==> src/rtl/dma_controller_pkg.sv <==
// Shared definitions for the DMA engine: state encoding and default sizing.
package dma_controller_pkg;

    localparam int DEFAULT_WORD_SIZE   = 16;
    localparam int DEFAULT_MEM_LATENCY = 4;
    localparam int DEFAULT_LEN_WIDTH   = 8;

    // Width of the per-word latency counter; MEM_LATENCY is limited to 1..15.
    localparam int LAT_WIDTH = 4;

    typedef enum logic [1:0] {
        ST_IDLE = 2'd0,
        ST_REQ  = 2'd1,
        ST_XFER = 2'd2,
        ST_DONE = 2'd3
    } dma_state_t;

endpackage

==> src/rtl/dma_beat_counter.sv <==
// Word index and per-word latency counters for the DMA engine.
// word_done marks the final cycle of the current word; last_word marks the
// final word of the command.
module dma_beat_counter
    import dma_controller_pkg::*;
#(
    parameter int LEN_WIDTH   = DEFAULT_LEN_WIDTH,
    parameter int MEM_LATENCY = DEFAULT_MEM_LATENCY
) (
    input  logic                 Clk,
    input  logic                 Reset,
    input  logic                 load,
    input  logic [LEN_WIDTH-1:0] len_in,
    input  logic                 run,
    output logic [LEN_WIDTH-1:0] idx,
    output logic                 word_done,
    output logic                 last_word
);

    logic [LEN_WIDTH-1:0] len_q;
    logic [LAT_WIDTH-1:0] lat_q;
    logic [LEN_WIDTH:0]   idx_plus_one;

    assign idx_plus_one = {1'b0, idx} + {{LEN_WIDTH{1'b0}}, 1'b1};
    assign word_done    = (lat_q == LAT_WIDTH'(MEM_LATENCY - 1));
    assign last_word    = (idx_plus_one == {1'b0, len_q});

    // Latch the length on a new command, then step lat every XFER cycle and idx per word.
    always_ff @(posedge Clk) begin
        if (Reset) begin
            len_q <= '0;
            idx   <= '0;
            lat_q <= '0;
        end else if (load) begin
            len_q <= len_in;
            idx   <= '0;
            lat_q <= '0;
        end else if (run) begin
            if (word_done) begin
                lat_q <= '0;
                idx   <= idx + LEN_WIDTH'(1);
            end else begin
                lat_q <= lat_q + LAT_WIDTH'(1);
            end
        end
    end

endmodule

==> src/rtl/dma_controller.sv <==
// Bus-mastering DMA engine: copies a block of device words into memory over
// the CPU data port after a BR/BG handshake.
//
//   state   | meaning
//   --------+-----------------------------------------------------------
//   IDLE    | waiting for a command, cmd_ready high
//   REQ     | BR raised, waiting for (or re-waiting for) BG
//   XFER    | holding mem_write for each word, MEM_LATENCY cycles per word
//   DONE    | single-cycle completion pulse on Interrupt
module dma_controller
    import dma_controller_pkg::*;
#(
    parameter int WORD_SIZE   = DEFAULT_WORD_SIZE,
    parameter int MEM_LATENCY = DEFAULT_MEM_LATENCY,
    parameter int LEN_WIDTH   = DEFAULT_LEN_WIDTH
) (
    input  logic                 Clk,
    input  logic                 Reset,
    input  logic                 cmd_valid,
    output logic                 cmd_ready,
    input  logic [WORD_SIZE-1:0] cmd_addr,
    input  logic [LEN_WIDTH-1:0] cmd_length,
    output logic                 BR,
    input  logic                 BG,
    output logic [LEN_WIDTH-1:0] dev_addr,
    input  logic [WORD_SIZE-1:0] dev_data,
    output logic                 mem_write,
    output logic [WORD_SIZE-1:0] mem_address,
    output logic [WORD_SIZE-1:0] mem_data,
    output logic                 dma_begin_interrupt,
    output logic                 Interrupt,
    output logic                 busy
);

    dma_state_t           state, state_next;
    logic [WORD_SIZE-1:0] base_q;
    logic [WORD_SIZE-1:0] mem_data_q;
    logic                 begun_q;
    logic                 begin_q;
    logic [LEN_WIDTH-1:0] idx;
    logic                 word_done;
    logic                 last_word;
    logic                 accept;
    logic                 new_word;
    logic                 lookahead;

    assign accept = (state == ST_IDLE) && cmd_valid;

    dma_beat_counter #(
        .LEN_WIDTH   (LEN_WIDTH),
        .MEM_LATENCY (MEM_LATENCY)
    ) u_beat (
        .Clk       (Clk),
        .Reset     (Reset),
        .load      (accept),
        .len_in    (cmd_length),
        .run       (state == ST_XFER),
        .idx       (idx),
        .word_done (word_done),
        .last_word (last_word)
    );

    // State register.
    always_ff @(posedge Clk) begin
        if (Reset) begin
            state <= ST_IDLE;
        end else begin
            state <= state_next;
        end
    end

    // Next-state logic; a withdrawn grant is only honoured at a word boundary.
    always_comb begin
        state_next = state;
        case (state)
            ST_IDLE: begin
                if (cmd_valid) begin
                    state_next = (cmd_length == '0) ? ST_DONE : ST_REQ;
                end
            end
            ST_REQ: begin
                if (BG) begin
                    state_next = ST_XFER;
                end
            end
            ST_XFER: begin
                if (word_done) begin
                    if (last_word) begin
                        state_next = ST_DONE;
                    end else if (!BG) begin
                        state_next = ST_REQ;
                    end
                end
            end
            ST_DONE: begin
                state_next = ST_IDLE;
            end
            default: begin
                state_next = ST_IDLE;
            end
        endcase
    end

    // The device port presents the next word during the last cycle of the current
    // one so its data can be registered as that next word begins.
    assign lookahead = (state == ST_XFER) && word_done && !last_word;
    assign dev_addr  = lookahead ? idx + LEN_WIDTH'(1) : idx;
    assign new_word  = (state_next == ST_XFER) && ((state != ST_XFER) || word_done);

    // Command base, write data capture and the start-of-transfer pulse.
    always_ff @(posedge Clk) begin
        if (Reset) begin
            base_q     <= '0;
            mem_data_q <= '0;
            begun_q    <= 1'b0;
            begin_q    <= 1'b0;
        end else begin
            if (accept) begin
                base_q <= cmd_addr;
            end
            if (new_word) begin
                mem_data_q <= dev_data;
            end else if (state_next != ST_XFER) begin
                mem_data_q <= '0;
            end
            if (accept) begin
                begun_q <= 1'b0;
            end else if ((state == ST_REQ) && BG) begin
                begun_q <= 1'b1;
            end
            begin_q <= (state == ST_REQ) && BG && !begun_q;
        end
    end

    assign cmd_ready           = (state == ST_IDLE);
    assign busy                = (state != ST_IDLE);
    assign BR                  = (state == ST_REQ) || (state == ST_XFER);
    assign mem_write           = (state == ST_XFER);
    assign mem_address         = mem_write ? base_q + WORD_SIZE'(idx) : '0;
    assign mem_data            = mem_data_q;
    assign dma_begin_interrupt = begin_q;
    assign Interrupt           = (state == ST_DONE);

endmodule

==> config.mk <==
export PLATFORM = sky130hd
export DESIGN_NAME = dma_controller
export DESIGN_NICKNAME = d
export VERILOG_FILES = /design/src/rtl/dma_controller_pkg.sv /design/src/rtl/dma_beat_counter.sv /design/src/rtl/dma_controller.sv
export SDC_FILE = /design/constraint.sdc
export NUM_CORES = 1
export LEC_CHECK = 0
export ABC_AREA = 1
export BUFFER_PORTS_ARGS = -buffer_cell sky130_fd_sc_hd__buf_2
export CAP_MARGIN = 25
export CORE_MARGIN = 1.5
export CORE_UTILIZATION = 56
export CTS_CLUSTER_DIAMETER = 30
export CTS_CLUSTER_SIZE = 14
export DETAILED_ROUTE_END_ITERATION = 8
export PLACE_DENSITY = 0.85
export SLEW_MARGIN = 20
export SYNTH_ARGS = -nofsm -noshare
export SYNTH_HDL_FRONTEND = slang
export SYNTH_SLANG_ARGS = --single-unit
==> constraint.sdc <==
create_clock -name Clk -period 4.7 [get_ports Clk]
set_input_delay 1.175 -clock Clk [delete_from_list [all_inputs] [get_ports Clk]]
set_output_delay 1.175 -clock Clk [all_outputs]
set_load 0.02 [all_outputs]
======== Yosys cells after proc, flatten, opt, wreduce, memory -nomap -nowiden ========
Index checks and enable logic that the tools add are counted.
W data, S select, Z words.
storage, ports and cells
  register bits ........................... 56
  bits of input ports ..................... 44
  output and inout port bits .............. 46
  word-level logic and storage cells ...... 48
cells by class
  add/subtract/negate cells ............... 4
  eq/ne operators ......................... 8
  multiplexer cells ....................... 12
  reductions and logical operators ........ 16
operators with widths
  cell                   count
  $mux W16               3
  $add A16 B8 Y16        1
  $mux W2                6
  $add A8 B1 Y9 const B  1
  $eq A9 B8 Y1           1
  $add A8 B1 Y8 const B  1
  $logic_not A8 Y1       1
  $mux W8                1
  $pmux W2 S4            1
  $eq A2 B2 Y1 const B   3
  $logic_and A1 B1 Y1    6
  $add A4 B1 Y4 const B  1
  $eq A4 B2 Y1 const B   1
  $mux W4                1
  $ne A2 B2 Y1 const B   2
  $reduce_bool A2 Y1     2
  $eq A2 B1 Y1 const B   1
  $logic_not A1 Y1       2
  $logic_not A2 Y1       1
  $logic_or A1 B1 Y1     2
  $reduce_and A2 Y1      1
  $reduce_or A2 Y1       1

======== Longest topological paths before layout ========
Gate-level depths: netlist of the first run.
  depth in word-level cells ............... 8
  depth in mapped cells ................... 17
  depth with buffers taken out ............ 17

======== Cells and area by module ========
A second synthesis of the first run with hierarchy kept.
second synthesis, totals
  cell total of the unflattened synthesis .. 479
  area total of the unflattened synthesis .. 3205.6 sq um
by module, submodules not included
  module            instances  cells an instance  area each (sq um)  sequential area each (sq um)
  dma_controller    1          329                2193.4             720.7
  dma_beat_counter  1          150                1012.2             400.4

======== Least setup slack after synthesis of the first run ========
OpenSTA, ideal clock, no wires.
  kind .................................... reg2out
  from .................................... register u_beat.idx[0]
  to ...................................... output port mem_address[10]
  arrival ................................. 2320 ps
  required time ........................... 3525 ps
  path slack .............................. 1205 ps
  cell stages (with the launch flop) ...... 16
  buffers on the path ..................... 0
  path through ............................ dfxtp_1 > ha_1 > fa_1 > nand2_1 > inv_1 > o21ai_0 > nand2_1 > nand2_1 > nand2_1 > nand2_1 > a21oi_1 > o21ai_0 > nand2_1 > nand2_1 > nor2_1 > nor3_1
on the way
  longest elaborated chain between the ends .. 2
ends and longest elaborated chain
  item                    line                    RTL
  from (decl)             dma_beat_counter.sv:15  output logic [LEN_WIDTH-1:0] idx,
  from (signal assigned)  dma_beat_counter.sv:41  idx <= idx + LEN_WIDTH'(1);
  $add A16 B8 Y16         dma_controller.sv:139   assign mem_address = mem_write ? base_q + WORD_SIZE'(idx) : '0;
  $mux W16                dma_controller.sv:139
  to (decl)               dma_controller.sv:28    output logic [WORD_SIZE-1:0] mem_address,
Every way passes these cells.

======== Worst setup path in the final report of the first run ========
  from .................................... register state[0]
  to ...................................... output port dev_addr[7]
on the way
  longest elaborated chain between the ends .. 4
ends and longest elaborated chain
  item                              line                   RTL
  from (decl)                       dma_controller.sv:35   dma_state_t state, state_next;
  from (signal assigned)            dma_controller.sv:68   state <= state_next;
  $eq A2 B2 Y1                      dma_controller.sv:106  assign lookahead = (state == ST_XFER) && word_done && !last_word;
  $logic_and A1 B1 Y1 (2 in a row)  dma_controller.sv:106
  $mux W8                           dma_controller.sv:107  assign dev_addr = lookahead ? idx + LEN_WIDTH'(1) : idx;
  to (decl)                         dma_controller.sv:25   output logic [LEN_WIDTH-1:0] dev_addr,
Every way passes these cells.

==> impl_metrics.env, run 1 <==
export IMPL_finalClockSkew_ns=0.0123
export IMPL_synthFlopType="dfxtp_1"
export IMPL_grt_pass1_vias=2992
export IMPL_htreeDepth=2
export IMPL_fin_crit_sh_pct=85.0
export IMPL_maxCapViolCount=0
export IMPL_clk_pin_slew_ns=0.11
export IMPL_cp_slowest_stage_delay_ns=0.44
export IMPL_status="finished clean"
export IMPL_fillCellCount=515
export IMPL_finalSetupTns_ns=0
export IMPL_ys_seq_elements=56
export IMPL_synthMostInstantiatedCell="nand2_1"
export IMPL_arrival_ns=2.82
export IMPL_yosys_area_top_type_share_pct=35.5
export IMPL_fin_crit_ns=3.99
export IMPL_cts_hold_buf=0
export IMPL_cts_buffers=5
export IMPL_seq_area_frac_synth_pct=35.5
export IMPL_num_vias=3223
export IMPL_critPathRequiredTime_ns=3.52
export IMPL_routedWlPerCell_um=12.7
export IMPL_nets=585
export IMPL_ios=90
export IMPL_postRouteAntennaNets=0
export IMPL_clockRootBuffer="clkbuf_8"
export IMPL_path_max_fanout=17
export IMPL_criticalPathCategory="reg2out"
export IMPL_io_buffers=89
export IMPL_gp_congestion=0.991
export IMPL_final_cells=599
export IMPL_hold_violations=0
export IMPL_die_h_um=78.1
export IMPL_yosysTopAreaCell="dfxtp_1"
export IMPL_viasPerCell=5.38
export IMPL_power_density_mw_per_mm2=317
export IMPL_synth_nets=506
export IMPL_cts_resized_gates=0
export IMPL_final_layout_size_suffix_gt1_share_pct=22.4
export IMPL_syn_area_per_cell_sq_um=7.06
export IMPL_syn_area_sq_mm=0.00316
export IMPL_leakage_nw=1.73
export IMPL_grt_pass1_wl_um=13100
export IMPL_n_antenna_cell=0
export IMPL_drt_total_wl_um=7630
export IMPL_worstSetupStartpointType="register"
export IMPL_critPathTopFamily="buffers and inverters"
export IMPL_crit_buf_inv=4
export IMPL_track_usage_pct=26.2
export IMPL_synth_cells=447
export IMPL_hold_path_class="reg2reg"
export IMPL_antenna_found_initial=0
export IMPL_rows=27
export IMPL_seq_area_sq_mm=0.00112
export IMPL_area_delta_synth_final_pct=16.9
export IMPL_synthTopCellsByArea="dfxtp_1 35%, nand2_1 8.9%, nor2_1 7.5%"
export IMPL_cts_sinks=56
export IMPL_die_w_um=78.1
export IMPL_multi_input_area_sq_mm=0.00175
export IMPL_dieArea_sq_mm=0.00610
export IMPL_slew_headroom_pct=49.6
export IMPL_worst_slew_pin_slew_ns=0.755
export IMPL_drv_slew=0
export IMPL_clock_path_buffers=2
export IMPL_dr_pass1_iters=4
export IMPL_cp_cell_sequence="inv_1 > ha_1 > buf_4 > clkinv_1 > nor2_1 > nand2_1 > o21ai_0 > buf_2"
export IMPL_dr_first_iter_drc_count=172
export IMPL_ir_worst_vdd_mv=0.206
export IMPL_clk_latency_ns=0.32
export IMPL_synth_enable_flop_cells=0
export IMPL_synth_cell_types=32
export IMPL_yosys_top_cells_count="75 x nand2_1, 63 x nor2_1, 56 x dfxtp_1, 41 x o21ai_0, 39 x inv_1"
export IMPL_hpwl_um=5800
export IMPL_rsz0062_at_grt="false"
export IMPL_crit_path_end_kind="primary output"
export IMPL_grt_max_degree=34
export IMPL_drc=0
export IMPL_crit_slowest_cell="nor2_1"
export IMPL_dp_cells=591
export IMPL_post_cts_buffers=0
export IMPL_grt_overflow_total=0
export IMPL_setup_viol=0
export IMPL_synth_warnings=0
export IMPL_synthArstFlopShare_pct=0
export IMPL_fp_coreArea_sq_mm=0.00547
export IMPL_start_util_pct=57.7
export IMPL_fmax_mhz=250
export IMPL_cts_tree="done"
## report_power, final
| group | internal (mW) | total [mW] | switching, mW |
|---|---|---|---|
| combinational | 0.110 | 0.346 | 0.236 |
| clock | 0.107 | 0.272 | 0.165 |
| sequential | 0.520 | 0.551 | 0.0311 |
| total | 0.737 | 1.17 | 0.432 |
## cells by family after synthesis
| logic type | synth area share [%] |
|---|---|
| AOI/OAI and AO/OA | 15.3 |
| DFF | 35.5 |
| and+or+nand+nor | 31.8 |
| xor gates and xnor gates | 2.22 |
| buffers and inverters | 8.99 |
| adders and majority gates | 6.18 |
## metrics by stage
| step | hold WS [ns] | area [sq um] | setup slack [ns] | util, % | power [mW] |
|---|---|---|---|---|---|
| floorplan | 0.398 | 3160 | 1.20 | - | 0.834 |
| global placement | 0.414 | 3600 | 1.11 | 65.8 | 0.894 |
| detailed placement | 0.411 | 3600 | 1.10 | 65.8 | 0.906 |
| CTS | 0.437 | 3690 | 0.696 | 67.5 | 1.17 |
| global route | 0.451 | 3690 | 0.408 | 67.5 | 1.24 |
| finish | 0.436 | 3690 | 0.705 | 67.5 | 1.17 |
## area by class of cell
class                           count  area share (%)
Multi-Input combinational cell    327            47.5
Sequential cell                    56            30.4
Timing Repair Buffer               93            12.9
Inverter                           43            4.37
Tap cell                           72            2.44
Clock buffer                        5            1.86
Clock inverter                      3           0.610
## cells in the final DEF (no fill, tap or decap), types with 3 or more instances in the layout
| master | n |
|---|---|
| nand4_1 | 35 |
| a21oi_1 | 37 |
| clkbuf_8 | 5 |
| buf_2 | 89 |
| nor2_1 | 63 |
| nand2_2 | 6 |
| nor3_1 | 7 |
| xor2_1 | 5 |
| nand2_1 | 75 |
| buf_4 | 4 |
| o21ai_0 | 41 |
| nand3_1 | 20 |
| xnor2_1 | 3 |
| nor2_4 | 3 |
| o22ai_1 | 4 |
| ha_1 | 14 |
| inv_1 | 39 |
| dfxtp_1 | 56 |
## state kept, by name (all words and copies together) (netlist names)
name / cells
dma_begin_interrupt: 1
base_q: 16
u_beat.lat_q: 4
state: 2
begun_q: 1
u_beat.idx: 8
mem_data: 16
u_beat.len_q: 8
## layer usage
layer / part of all wire [%] / up-vias / track usage (%)
li1: - / 1655 / -
met3: 7.4 / 13 / 5.58
met1: 43 / 1451 / 33.9
met4: 1.5 / 0 / 9.29
met2: 48 / 104 / 43.2
met5: 0 / - / 0
## final timing paths
check | startpoint | endpoint | slack [ns] | cells after the start
max | state[0]$_SDFF_PP0_ | dev_addr[7] | 0.71 | 8
max reg2reg | u_beat.idx[1]$_SDFFE_PP0P_ | mem_data[10]$_SDFFE_PP0P_ | 1.86 | 13
min | begun_q$_SDFFE_PP0P_ | dma_begin_interrupt$_SDFF_PP0_ | 0.44 | 1
min reg2reg | begun_q$_SDFFE_PP0P_ | dma_begin_interrupt$_SDFF_PP0_ | 0.44 | 1
No activity file was read; power rests on OpenSTA's default activity.
==> run 2, diff against run 1 <==
Settings changed: CORE_UTILIZATION 56 to 47, PLACE_DENSITY 0.85 to 0.76.
Clock period 4.7 ns to 3.4 ns, I/O delays scaled along.
==> impl_metrics.env, run 2 (same netlist as run 1, synthesis figures left out) <==
export IMPL_path_common_cell="nand2_1"
export IMPL_hold_violations=0
export IMPL_cts_sinks=56
export IMPL_finalSetupTns_ns=-0.0565
export IMPL_start_util_pct=49.2
export IMPL_pre_cts_slack_ns=0.148
export IMPL_nets=596
export IMPL_fin_hold_ws_ns=0.435
export IMPL_crit_end="mem_address[13]"
export IMPL_finalClockSkew_ns=0.00776
export IMPL_dr_pass1_iters=6
export IMPL_worstSetupStartpointType="register"
export IMPL_crit_reg2reg_launch="u_beat.idx[0]$_SDFFE_PP0P_"
export IMPL_p_sw_share_pct=36.4
export IMPL_hpwl_um=5900
export IMPL_crit_buf_inv=1
export IMPL_grt_max_degree=34
export IMPL_setup_viol=2
export IMPL_path_max_fanout=4
export IMPL_cts_buffers=5
export IMPL_seqPwrFrac_pct=47.4
export IMPL_arrival_ns=2.60
export IMPL_grt_pass1_vias=2981
export IMPL_critPathRequiredTime_ns=2.55
export IMPL_crit_slowest_cell="dfxtp_2"
export IMPL_cts_tree="done"
export IMPL_power_mw=1.61
export IMPL_cts_hold_buf=0
export IMPL_worst_slew_pin_slew_ns=0.738
export IMPL_status="complete, but fails checks"
export IMPL_routedWlPerCell_um=13.0
export IMPL_hp_start="begun_q$_SDFFE_PP0P_"
export IMPL_grt_pass1_wl_um=13100
export IMPL_drc=4
export IMPL_postRouteAntennaNets=0
export IMPL_area_delta_synth_final_pct=22.9
export IMPL_antenna_found_initial=0
export IMPL_viasPerCell=5.32
export IMPL_violations="design-rule violations, negative setup slack"
export IMPL_cp_slowest_stage_delay_ns=0.35
export IMPL_dieArea_sq_mm=0.00722
export IMPL_final_util_pct=60.5
export IMPL_num_vias=3265
export IMPL_power_density_mw_per_mm2=415
export IMPL_crit_path_end_kind="primary output"
export IMPL_die_w_um=85.0
export IMPL_rsz0062_at_grt="true"
export IMPL_fin_crit_sh_pct=101
export IMPL_drt_total_wl_um=8000
export IMPL_clockPowerShare_pct=21.5
export IMPL_setup_ws_ns=-0.0492
export IMPL_slew_headroom_pct=50.7
export IMPL_clockRootBuffer="clkbuf_8"
export IMPL_leakage_nw=1.77
export IMPL_critPathLaunch="u_beat.idx[2]$_SDFFE_PP0P_"
export IMPL_ir_worst_vdd_mv=0.239
export IMPL_cp_cell_sequence="ha_4 > nand3_1 > nand2_1 > nand2_1 > nand2_1 > a21oi_1 > nor2_1 > nor2_1 > o21bai_1 > nand2_1 > nand2_1 > nand2_1 > nor2_2 > nand3_1 > a21oi_2 > buf_4"
export IMPL_clk_latency_ns=0.31
export IMPL_power_internal_mw=1.03
export IMPL_drv_slew=0
export IMPL_grt_overflow_total=0
export IMPL_ios=90
export IMPL_final_layout_size_suffix_gt1_share_pct=28.7
export IMPL_io_buffers=89
export IMPL_die_h_um=85.0
export IMPL_rows=29
export IMPL_fin_crit_ns=3.45
export IMPL_htreeDepth=2
export IMPL_fmax_mhz=290
export IMPL_criticalPathCategory="reg2out"
export IMPL_r2r_slack_ns=0.72
export IMPL_dr_first_iter_drc_count=134
export IMPL_clk_pin_slew_ns=0.09
export IMPL_track_usage_pct=21.8
export IMPL_combPwrFrac_pct=31.1
export IMPL_path_depth=16
export IMPL_critPathTopFamily="simple AND/OR/NAND/NOR gates"
export IMPL_fp_coreArea_sq_mm=0.00642
export IMPL_clock_path_buffers=2
export IMPL_layout_commonest_cell="buf_2"
export IMPL_maxCapViolCount=0
export IMPL_n_antenna_cell=0
export IMPL_power_switching_mw=0.586
export IMPL_gp_congestion=0.898
export IMPL_hold_path_class="reg2reg"
export IMPL_final_cell_mix="82 x buf_2, 71 x nand2_1, 60 x nor2_1"
export IMPL_r2r_end="mem_data[10]$_SDFFE_PP0P_"
export IMPL_reg2reg_depth=14
[run 2: changes by cell type in the layout (fill, tap and decap cells not counted), sizes merged]
cell	delta
nand2	+1
clkinv	-1
buf	+10
clkbuf	+1
inv	-1
[run 2: worst min path at each step]
stage	endpoint	slack [ns]	cells after the start
global placement	dma_begin_interrupt$_SDFF_PP0_	0.42	1
detailed placement	dma_begin_interrupt$_SDFF_PP0_	0.41	1
CTS	dma_begin_interrupt$_SDFF_PP0_	0.44	1
global route	dma_begin_interrupt$_SDFF_PP0_	0.46	1
finish	dma_begin_interrupt$_SDFF_PP0_	0.44	1
floorplan	dma_begin_interrupt$_SDFF_PP0_	0.40	1
[run 2: repair_timing]
action / CTS / global route
gates cloned: 0 / 1
setup buffers: 1 / 6
gates resized for setup: 10 / 32
setup endpoints to repair: 9 / 16
pin swaps: 2 / 18
[run 2: final cells by class]
type                    instances  area (sq um)
clock buffers                   6          72.6
clock inverters                 1          5.00
fillers                       599          2540
inverters                      43           161
multi-input cells             328          1850
flip-flops and latches         56          1130
well taps                      77          96.3
repair buffers                103           568
[run 2: stage by stage]
step / area (sq um) / std cells
after floorplan: 3160 / 447
after detailed placement: 3630 / 599
final: 3880 / 614
after CTS: 3730 / 607
after global placement: 3630 / 599
after global routing: 3880 / 614
[run 2: worst register-to-register path, cell delays in order, from the launching register on]
cell and delay, ns:
dfxtp_4 0.37, buf_4 0.14, ha_1 0.22, nand3_1 0.12
o21bai_1 0.14, nand2_1 0.11, nor2_1 0.19, nor2_4 0.07
nand4_2 0.07, nand2_1 0.05, nand2_1 0.05, nand2_1 0.08
a21oi_4 0.61, nand4_1 0.20, a21oi_1 0.17
[run 2: power groups by stage]
| stage | registers, mW | logic [mW] | clock network (mW) |
|---|---|---|---|
| 2_1_floorplan | 0.786 | 0.366 | 0 |
| 3_3_place_gp | 0.774 | 0.476 | 0 |
| 3_5_place_dp | 0.776 | 0.485 | 0 |
| 4_1_cts | 0.761 | 0.489 | 0.357 |
| 5_1_grt | 0.773 | 0.558 | 0.385 |
| 6_report | 0.764 | 0.501 | 0.346 |
[run 2: per-layer routing]
layer  share of wire (%)  global-route usage, %  up-vias
li1                    -                      -     1680
met1                  43                   27.9     1476
met2                  50                   37.2       93
met3                 5.4                   4.38       16
met4                 2.0                   6.71        0
met5                   0                      0        -
==> run 3, diff against run 2 <==
Settings changed: CORE_MARGIN 1.5 to not set.
==> impl_metrics.env, run 3 (same netlist as run 1, synthesis figures left out) <==
export IMPL_status="complete, but fails checks"
export IMPL_violations="design-rule violations"
export IMPL_power_internal_mw=1.11
export IMPL_area_delta_synth_final_pct=23.5
export IMPL_power_switching_mw=0.611
export IMPL_arrival_ns=2.50
export IMPL_postRouteAntennaNets=0
export IMPL_seqPwrFrac_pct=44.5
export IMPL_p_sw_share_pct=35.6
export IMPL_leakage_nw=1.78
export IMPL_antenna_found_initial=0
export IMPL_drt_met1_wl_um=3460
export IMPL_cts_tree="done"
export IMPL_routed_top_layer="met4"
export IMPL_path_max_fanout=3
export IMPL_hold_path_class="reg2reg"
export IMPL_layout_commonest_cell="buf_2"
export IMPL_clk_latency_ns=0.31
export IMPL_cts_buffers=5
export IMPL_setup_viol=0
export IMPL_fin_hold_ws_ns=0.439
export IMPL_slew_headroom_pct=51.4
export IMPL_power_density_mw_per_mm2=440
export IMPL_crit_path_end_kind="primary output"
export IMPL_clock_path_buffers=2
export IMPL_gp_congestion=0.916
export IMPL_final_cell_mix="83 x buf_2, 69 x nand2_1, 61 x nor2_1"
export IMPL_drc=6
export IMPL_critPathRequiredTime_ns=2.55
export IMPL_finalSetupTns_ns=0
export IMPL_r2r_end="mem_data[9]$_SDFFE_PP0P_"
export IMPL_dr_first_iter_drc_count=169
export IMPL_combPwrFrac_pct=29.2
export IMPL_clockRootBuffer="clkbuf_8"
export IMPL_worstSetupStartpointType="register"
export IMPL_criticalPathCategory="reg2out"
export IMPL_finalClockSkew_ns=0.0147
export IMPL_drv_slew=0
export IMPL_setup_ws_ns=0.0523
export IMPL_grt_pass1_vias=3010
export IMPL_pre_cts_slack_ns=0.127
export IMPL_io_buffers=89
export IMPL_min_to="dma_begin_interrupt$_SDFF_PP0_"
export IMPL_rsz0062_at_grt="true"
export IMPL_ir_worst_vdd_mv=0.327
export IMPL_clk_pin_slew_ns=0.11
export IMPL_n_antenna_cell=0
export IMPL_crit_reg2reg_launch="u_beat.idx[0]$_SDFFE_PP0P_"
export IMPL_rows=29
export IMPL_viasPerCell=5.41
export IMPL_ios=90
export IMPL_wl_met2_um=4040
export IMPL_num_vias=3308
export IMPL_reg2reg_depth=14
export IMPL_r2r_slack_ns=0.77
export IMPL_dieArea_sq_mm=0.00705
export IMPL_die_h_um=84.0
export IMPL_track_usage_pct=22.7
export IMPL_htreeDepth=2
export IMPL_dr_pass1_iters=6
export IMPL_clockPowerShare_pct=26.3
export IMPL_start_util_pct=49.2
export IMPL_cts_hold_buf=0
export IMPL_hold_violations=0
export IMPL_cts_sinks=56
export IMPL_maxCapViolCount=0
export IMPL_drt_total_wl_um=8200
export IMPL_wl_met3_um=461
export IMPL_hp_start="begun_q$_SDFFE_PP0P_"
export IMPL_nets=593
export IMPL_min_path_cells=1
export IMPL_fmax_mhz=299
export IMPL_fp_coreArea_sq_mm=0.00642
export IMPL_final_layout_size_suffix_gt1_share_pct=28.8
export IMPL_hpwl_um=5840
export IMPL_worst_slew_pin_slew_ns=0.728
export IMPL_grt_max_degree=34
export IMPL_grt_overflow_total=0
export IMPL_fin_crit_ns=3.35
export IMPL_grt_pass1_wl_um=13100
export IMPL_die_w_um=84.0
export IMPL_fin_crit_sh_pct=98.5
export IMPL_routedWlPerCell_um=13.4
[run 3: cell count changes in the layout (fill, tap and decap cells not counted), sizes merged]
cell / change
buf: -3
bufinv: +1
clkbuf: -1
clkinv: +1
[run 3: layout make-up]
class                      instances  area [sq um]
fill                             605          2520
tap                               77          96.3
timing repair buffer             100           543
sequential                        56          1130
multi-input combinational        328          1850
clock inverter                     3          47.5
inverter                          43           161
clock buffer                       5          68.8
[run 3: power by group through the flow]
stage | logic, mW | registers, mW | clock network [mW]
5_1_grt | 0.563 | 0.773 | 0.483
2_1_floorplan | 0.366 | 0.786 | 0
3_3_place_gp | 0.477 | 0.774 | 0
4_1_cts | 0.490 | 0.761 | 0.461
6_report | 0.502 | 0.764 | 0.451
3_5_place_dp | 0.486 | 0.777 | 0
[run 3: timing repair]
action / in CTS / in global routing
cloned: 0 / 1
resized for setup: 10 / 32
pin swaps: 1 / 8
buffers inserted: 1 / 3
setup endpoints to repair: 11 / 16
[run 3: through the flow]
step,cells,instance area [sq um],power (mW),util (%)
after floorplan,447,3160,1.15,-
after global placement,599,3630,1.25,56.5
after detailed placement,599,3630,1.26,56.5
after CTS,608,3770,1.71,58.7
after global routing,612,3900,1.82,60.7
final,612,3900,1.72,60.7
[run 3: critical path, stage by stage, from the launching register on]
cell and delay, ns:
dfxtp_4 0.37, ha_4 0.16, fa_2 0.36, nand2_2 0.07, inv_2 0.04, o21ai_2 0.10, nand2_1 0.08, nand2_1 0.07
nand2_1 0.06, nand2_2 0.07, a21oi_2 0.06, o21ai_1 0.12, nand2_1 0.09, nand2_2 0.09, nor2_2 0.06, inv_1 0.07
o21ai_1 0.06, nor2_1 0.10, buf_4 0.15
[run 3: how the worst max path moves through the flow]
stage                                    start              end
floorplan           u_beat.idx[0]$_SDFFE_PP0P_  mem_address[10]
global placement    u_beat.idx[0]$_SDFFE_PP0P_  mem_address[14]
detailed placement  u_beat.idx[0]$_SDFFE_PP0P_  mem_address[14]
CTS                 u_beat.idx[0]$_SDFFE_PP0P_  mem_address[14]
global route        u_beat.idx[0]$_SDFFE_PP0P_  mem_address[14]
finish              u_beat.idx[0]$_SDFFE_PP0P_  mem_address[14]
[run 3: layer usage]
layer,global-route usage (%),up-vias
met5,0,-
met4,7.37,0
met3,4.25,21
met2,40.5,104
met1,27.4,1507
li1,-,1676
